**config.mk**
```make
export PLATFORM = sky130hd
export DESIGN_NAME = fifo_gpo_led
export DESIGN_NICKNAME = d
export VERILOG_FILES = /design/src/rtl/fifo_gpo_led.sv
export SDC_FILE = /design/constraint.sdc
export NUM_CORES = 1
export LEC_CHECK = 0
export CORE_MARGIN = 4
export CORE_UTILIZATION = 60
export DETAILED_ROUTE_END_ITERATION = 10
export MAX_ROUTING_LAYER = met4
export PLACE_DENSITY_LB_ADDON = 0.25
export SETUP_SLACK_MARGIN = 0.02
export SYNTH_ARGS = -nofsm -noshare
export SYNTH_HDL_FRONTEND = slang
export SYNTH_SLANG_ARGS = --single-unit
```
**constraint.sdc**
```tcl
create_clock -name clk -period 4.2 [get_ports clk]
set_input_delay 0.84 -clock clk [delete_from_list [all_inputs] [get_ports clk]]
set_output_delay 0.84 -clock clk [all_outputs]
set_load 0.05 [all_outputs]
```
**src/rtl/fifo_gpo_led.sv**
```systemverilog
// fifo_gpo_led: register-mapped peripheral cluster behind the SPI register wrapper.
//   LED register  : 8-bit, bits 0/1 drive led0/led1.
//   GPO register  : 8-bit, bits [GPO_W-1:0] drive gpo_pins.
//   Byte FIFO     : first-word fall-through, bounded by a programmable transfer
//                   length; flags report a full transfer written / read.
// Ports:
//   clk, reset_n                  clock, async active-low reset
//   led_*  / gpo_*                rd/wr strobes, write data, register contents
//   fifo_rd_en / fifo_wr_en       pop / push strobes, fifo_data_in push data
//   fifo_data_out                 head entry (0 when empty)
//   fifo_length_*                 length register strobes, data and contents
//   fifo_full / fifo_read_complete  transfer-length written / read
module fifo_gpo_led #(
  parameter int unsigned DATA_W     = 8,
  parameter int unsigned GPO_W      = 7,
  parameter int unsigned FIFO_DEPTH = 16
) (
  input  logic              clk,
  input  logic              reset_n,
  input  logic              led_rd_en,
  input  logic              led_wr_en,
  input  logic [DATA_W-1:0] led_data_in,
  output logic [DATA_W-1:0] led_data_out,
  output logic              led0,
  output logic              led1,
  input  logic              gpo_rd_en,
  input  logic              gpo_wr_en,
  input  logic [DATA_W-1:0] gpo_data_in,
  output logic [DATA_W-1:0] gpo_data_out,
  output logic [GPO_W-1:0]  gpo_pins,
  input  logic              fifo_rd_en,
  input  logic              fifo_wr_en,
  input  logic [DATA_W-1:0] fifo_data_in,
  output logic [DATA_W-1:0] fifo_data_out,
  input  logic              fifo_length_rd_en,
  input  logic              fifo_length_wr_en,
  input  logic [DATA_W-1:0] fifo_length_in,
  output logic [DATA_W-1:0] fifo_length_out,
  output logic              fifo_full,
  output logic              fifo_read_complete
);

  localparam int unsigned PTR_W = (FIFO_DEPTH > 1) ? $clog2(FIFO_DEPTH) : 1;
  localparam int unsigned CNT_W = $clog2(FIFO_DEPTH + 1);

  logic [DATA_W-1:0] led_q;
  logic [DATA_W-1:0] gpo_q;
  logic [DATA_W-1:0] mem [FIFO_DEPTH];
  logic [PTR_W-1:0]  wr_ptr;
  logic [PTR_W-1:0]  rd_ptr;
  logic [CNT_W-1:0]  wr_cnt;
  logic [CNT_W-1:0]  rd_cnt;
  logic [CNT_W-1:0]  len;
  logic [CNT_W-1:0]  len_next;
  logic              push_ok;
  logic              pop_ok;
  logic              empty;

  // Read strobes have no side effects in this cluster.
  logic unused_rd;
  assign unused_rd = ^{led_rd_en, gpo_rd_en, fifo_length_rd_en};

  // LED and GPO registers
  always_ff @(posedge clk or negedge reset_n) begin
    if (!reset_n) begin
      led_q <= '0;
      gpo_q <= '0;
    end else begin
      if (led_wr_en) led_q <= led_data_in;
      if (gpo_wr_en) gpo_q <= gpo_data_in;
    end
  end

  assign led_data_out = led_q;
  assign led0         = led_q[0];
  assign led1         = led_q[1];
  assign gpo_data_out = gpo_q;
  assign gpo_pins     = gpo_q[GPO_W-1:0];

  // Length clamp; a length write overrides any data strobe in the same cycle.
  always_comb begin
    len_next = CNT_W'(fifo_length_in);
    if (fifo_length_in > DATA_W'(FIFO_DEPTH)) len_next = CNT_W'(FIFO_DEPTH);
  end

  // With no length programmed, total pushes are bounded by the storage size.
  assign push_ok = fifo_wr_en && !fifo_length_wr_en &&
                   ((len != '0) ? (wr_cnt < len) : (wr_cnt < CNT_W'(FIFO_DEPTH)));
  // Pop sees pre-push counts, so a same-cycle push cannot be popped.
  assign pop_ok  = fifo_rd_en && !fifo_length_wr_en && (rd_cnt < wr_cnt);
  assign empty   = (rd_cnt == wr_cnt);

  // FIFO control state
  always_ff @(posedge clk or negedge reset_n) begin
    if (!reset_n) begin
      len    <= '0;
      wr_cnt <= '0;
      rd_cnt <= '0;
      wr_ptr <= '0;
      rd_ptr <= '0;
    end else if (fifo_length_wr_en) begin
      len    <= len_next;
      wr_cnt <= '0;
      rd_cnt <= '0;
      wr_ptr <= '0;
      rd_ptr <= '0;
    end else begin
      if (push_ok) begin
        wr_cnt <= wr_cnt + CNT_W'(1);
        wr_ptr <= wr_ptr + PTR_W'(1);
      end
      if (pop_ok) begin
        rd_cnt <= rd_cnt + CNT_W'(1);
        rd_ptr <= rd_ptr + PTR_W'(1);
      end
    end
  end

  // Storage; contents are masked by the empty check, so no reset is needed.
  always_ff @(posedge clk) begin
    if (push_ok) mem[wr_ptr] <= fifo_data_in;
  end

  assign fifo_data_out      = empty ? '0 : mem[rd_ptr];
  assign fifo_length_out    = DATA_W'(len);
  assign fifo_full          = (len != '0) && (wr_cnt == len);
  assign fifo_read_complete = (len != '0) && (rd_cnt == len);

endmodule

```
==> summary.md <==
| Metric | Value |
|---|---|
| Max stage delay on crit path | 0.73 ns |
| Slew Limit Fails | 0 |
| YS warnings | 0 |
| Post-CTS Resized | 0 |
| Total CTS buffers | 17 |
| Reg2Reg Launch Point | len[4] |
| Setup TNS | 0 ns |
| Crit-path max FO | 24 |
| Mux contribution to synthesized area | 15.10% |
| CTS root buf | clkbuf_16 |
| Die width | 117.2 um |
| Simple-gate share of the synthesized area | 5.313% |
| Largest net degree at the start of global routing | 40 |
| GP Congestion | 0.8121 |
| Unrepaired setup endpoints after global routing | no |
| GRT Residual Overflow | 0 |
| Asr flop ratio synth | 23.35% |
| Tcrit/Tclk final | 90.64% |
| Most common cell in the netlist | edfxtp_1 |
| H-tree Lvls | 4 |
| Critical Path, Cell by Cell | buf_4, mux4_2, mux2i_1, o22ai_1, clkdlybuf4s50_1 |
| HPWL after DPL | 9236 um |
| Synth Area in Compound Gates | 4.264% |
| WS Path Type | register to output pin |
| Post-route minimum period | 3.807 ns |
| Vias | 4022 |
| First-pass GRT wire length | 22560 um |
| Synth Area in XOR/XNOR | 1.223% |
| # clock sinks | 167 |
| Reg2reg end | mem[7][5] |
| Share of the synthesized area in the top cell type | 53.69% |
| Worst IR Drop VDD | 0.3040 mV |
| Req. time, crit path | 3.36 ns |
| Leak | 0.003023 uW |
| Utilization after layout | 75.16% |
| FP Rows | 39 |
| Final Hold Viols | 0 |
| CTS clk-pin slew, worst paths | 0.06 ns |
| Area growth, synth to finish | 21.41% |
| Drt total wl | 14140 um |
| Post-synthesis adder-cell area fraction | 2.971% |
| Pwr dens | 469.4 nW/um^2 |
| Max Cap Viol | 0 |
| Initial core utilization | 61.91% |
| Post-synth top area cell | edfxtp_1 |
| Layout net count | 574 |
| Status | finished clean |
| Highest clock rate | 0.2627 GHz |
| CP startpoint kind | register |
| CP startpoint | rd_ptr[0] |
| Top post-synthesis cells by area | edfxtp_1 (54%), dfrtp_1 (14%), mux4_2 (10%) |
| FF-to-FF setup slack | 1.33 ns |
| TritonCTS clock tree | built |
| Fraction of layout cells with a size suffix above 1 | 19.89% |
| Core Box Area | 11560 sq um |
| Buffers on Ports | 78 |
| Post-CTS Setup Bufs | 0 |
| Syn_area_per_cell | 16.69 sq um |
| Sequential-to-total area share from yosys stat | 67.32% |
| Hold path cells | 1 |
| Post-CTS Hold Fix Bufs | 0 |
| Vias in the first global route | 4268 |
| Actual slew at the worst max-slew pin | 1.025 ns |
| Vias/cell | 5.994 |
| Setup violators final | 0 |
| Worst setup EP type | output pin |
| CTS max path bufs | 2 |
| Full die area | 13740 sq um |
| Post-synth EDFFs | 128 |
| Post-DRT Antenna Nets | 0 |
| Clk_skew | 0.01198 ns |
| DR iter-0 viols | 267 |
| Critical Path AT | 2.97 ns |
| PnR Total Power | 4080 uW |
| Total global routing track utilization | 23.21% |
| Mapped Cells | 429 |
| Clock latency on the worst-skew pair | 0.42 ns |
| Post-DR wirelength/cell | 21.07 um |
| Cell area after layout | 8692 sq um |
| FF-to-FF path depth | 6 |
| Die height | 117.2 um |
| Synth top cells by count | edfxtp_1 (128), dfrtp_1 (39), mux4_2 (32) |
| Initial antenna violation count | 0 |
| Inserted Diodes | 0 |
| Count of cell types in the netlist | 47 |
| CP endpoint | fifo_data_out[6] |
| DP Area | 8084 sq um |
| # DRC | 0 |
| Crit-path slowest cell | clkdlybuf4s50_1 |
| Fill count | 701 |
| Synth Flop Type | edfxtp_1 |
| Syn Std Cell Area | 7159 sq um |
| Worst hold path type | register to register |
| Largest family of logic cells by synthesized area | multiplexers |
| TritonRoute pass-1 iters | 4 |
| # IOs | 85 |
| Seq cells post-synth | 167 |
| Worst slew margin | 31.65% |
final cells by class:
cell class | instances | area, sq um | share of cell area [%]
sequential | 167 | 4821 | 55.46
tap | 143 | 178.9 | 2.058
clock buffer | 18 | 429.2 | 4.937
clock inverter | 14 | 178.9 | 2.058
multi-input combinational | 211 | 2091 | 24.05
inverter | 22 | 82.58 | 0.9500
timing repair buffer | 96 | 910.9 | 10.48
worst max-delay path: cells and delay by family (launching register included):
kind | cells | cell delay (ns)
multiplexers | 2 | 0.81
AO/OA/AOI/OAI | 1 | 0.12
flip-flops | 1 | 0.42
buffers and inverters | 2 | 1.18
metrics by stage:
step	worst slack (ns)	cells	hold WS (ns)
4_1_cts	0.3100	671	0.5092
2_1_floorplan	0.7949	431	0.5280
5_1_grt	0.2255	671	0.5256
6_report	0.3932	671	0.5073
3_3_place_gp	0.8584	639	0.4889
3_5_place_dp	0.7725	639	0.4953
flip-flops by register name (all words and copies together) (netlist names):
register,count
mem,128
gpo_data_out,8
led_data_out,8
len,5
rd_cnt,5
wr_cnt,5
rd_ptr,4
wr_ptr,4
per-layer routing:
layer / track usage (%) / share of wire (%) / wire length (um) / vias up
met1: 28.48 / 40 / 5634 / 2045
met2: 38.46 / 52 / 7416 / 140
met4: 7.492 / 1.8 / 251 / 0
met5: - / 0 / 0 / -
li1: - / - / - / 1815
met3: 5.398 / 5.9 / 833 / 22
where the power goes:
part / leakage (uW) / switching, uW / internal [uW]
Clock: 0.000289 / 606 / 988
Sequential: 0.00165 / 34.3 / 1820
Combinational: 0.00108 / 382 / 248
Total: 0.00302 / 1020 / 3060
worst min path at each step:
stage	start	end
after floorplan	wr_ptr[3]	wr_ptr[3]
after global placement	led_data_out[3]	led_data_out[3]
after detailed placement	led_data_out[7]	led_data_out[7]
after CTS	led_data_out[7]	led_data_out[7]
after global routing	led_data_out[7]	led_data_out[7]
final	led_data_out[7]	led_data_out[7]
logic make-up (layout without fill, tap and decap cells):
group                    Yosys count  in the layout
AO/OA/AOI/OAI                     44             44
XOR/XNOR                          10             10
adder cells (fa/ha/maj)           17             17
buffers and inverters             53            150
flip-flops                       167            167
multiplexers                      66             66
other                              1              3
AND/OR/NAND/NOR                   71             71
layout by cell type, fill, tap and decap left out, types with 2 or more instances in the layout:
cell type / synthesis / final
nand3_1: 8 / 8
clkinv_1: 0 / 3
and2_1: 5 / 5
inv_6: 0 / 2
buf_4: 15 / 18
nand2_1: 10 / 10
conb_1: 1 / 3
nor4_1: 5 / 4
nand4_1: 3 / 3
clkinv_2: 0 / 2
edfxtp_1: 128 / 128
a21oi_1: 9 / 9
mux4_2: 32 / 32
ha_1: 17 / 17
nand2b_1: 3 / 3
nor3_1: 4 / 4
or3_1: 6 / 6
o21ai_0: 12 / 12
bufinv_16: 0 / 4
mux2i_1: 18 / 18
xnor2_1: 7 / 7
clkinvlp_4: 0 / 2
xor2_1: 3 / 3
mux2_2: 16 / 16
clkdlybuf4s50_1: 0 / 77
inv_1: 22 / 22
clkbuf_16: 0 / 17
o22ai_1: 12 / 12
nor2_1: 18 / 18
dfrtp_1: 39 / 38
No activity file was read; power rests on OpenSTA's default activity.
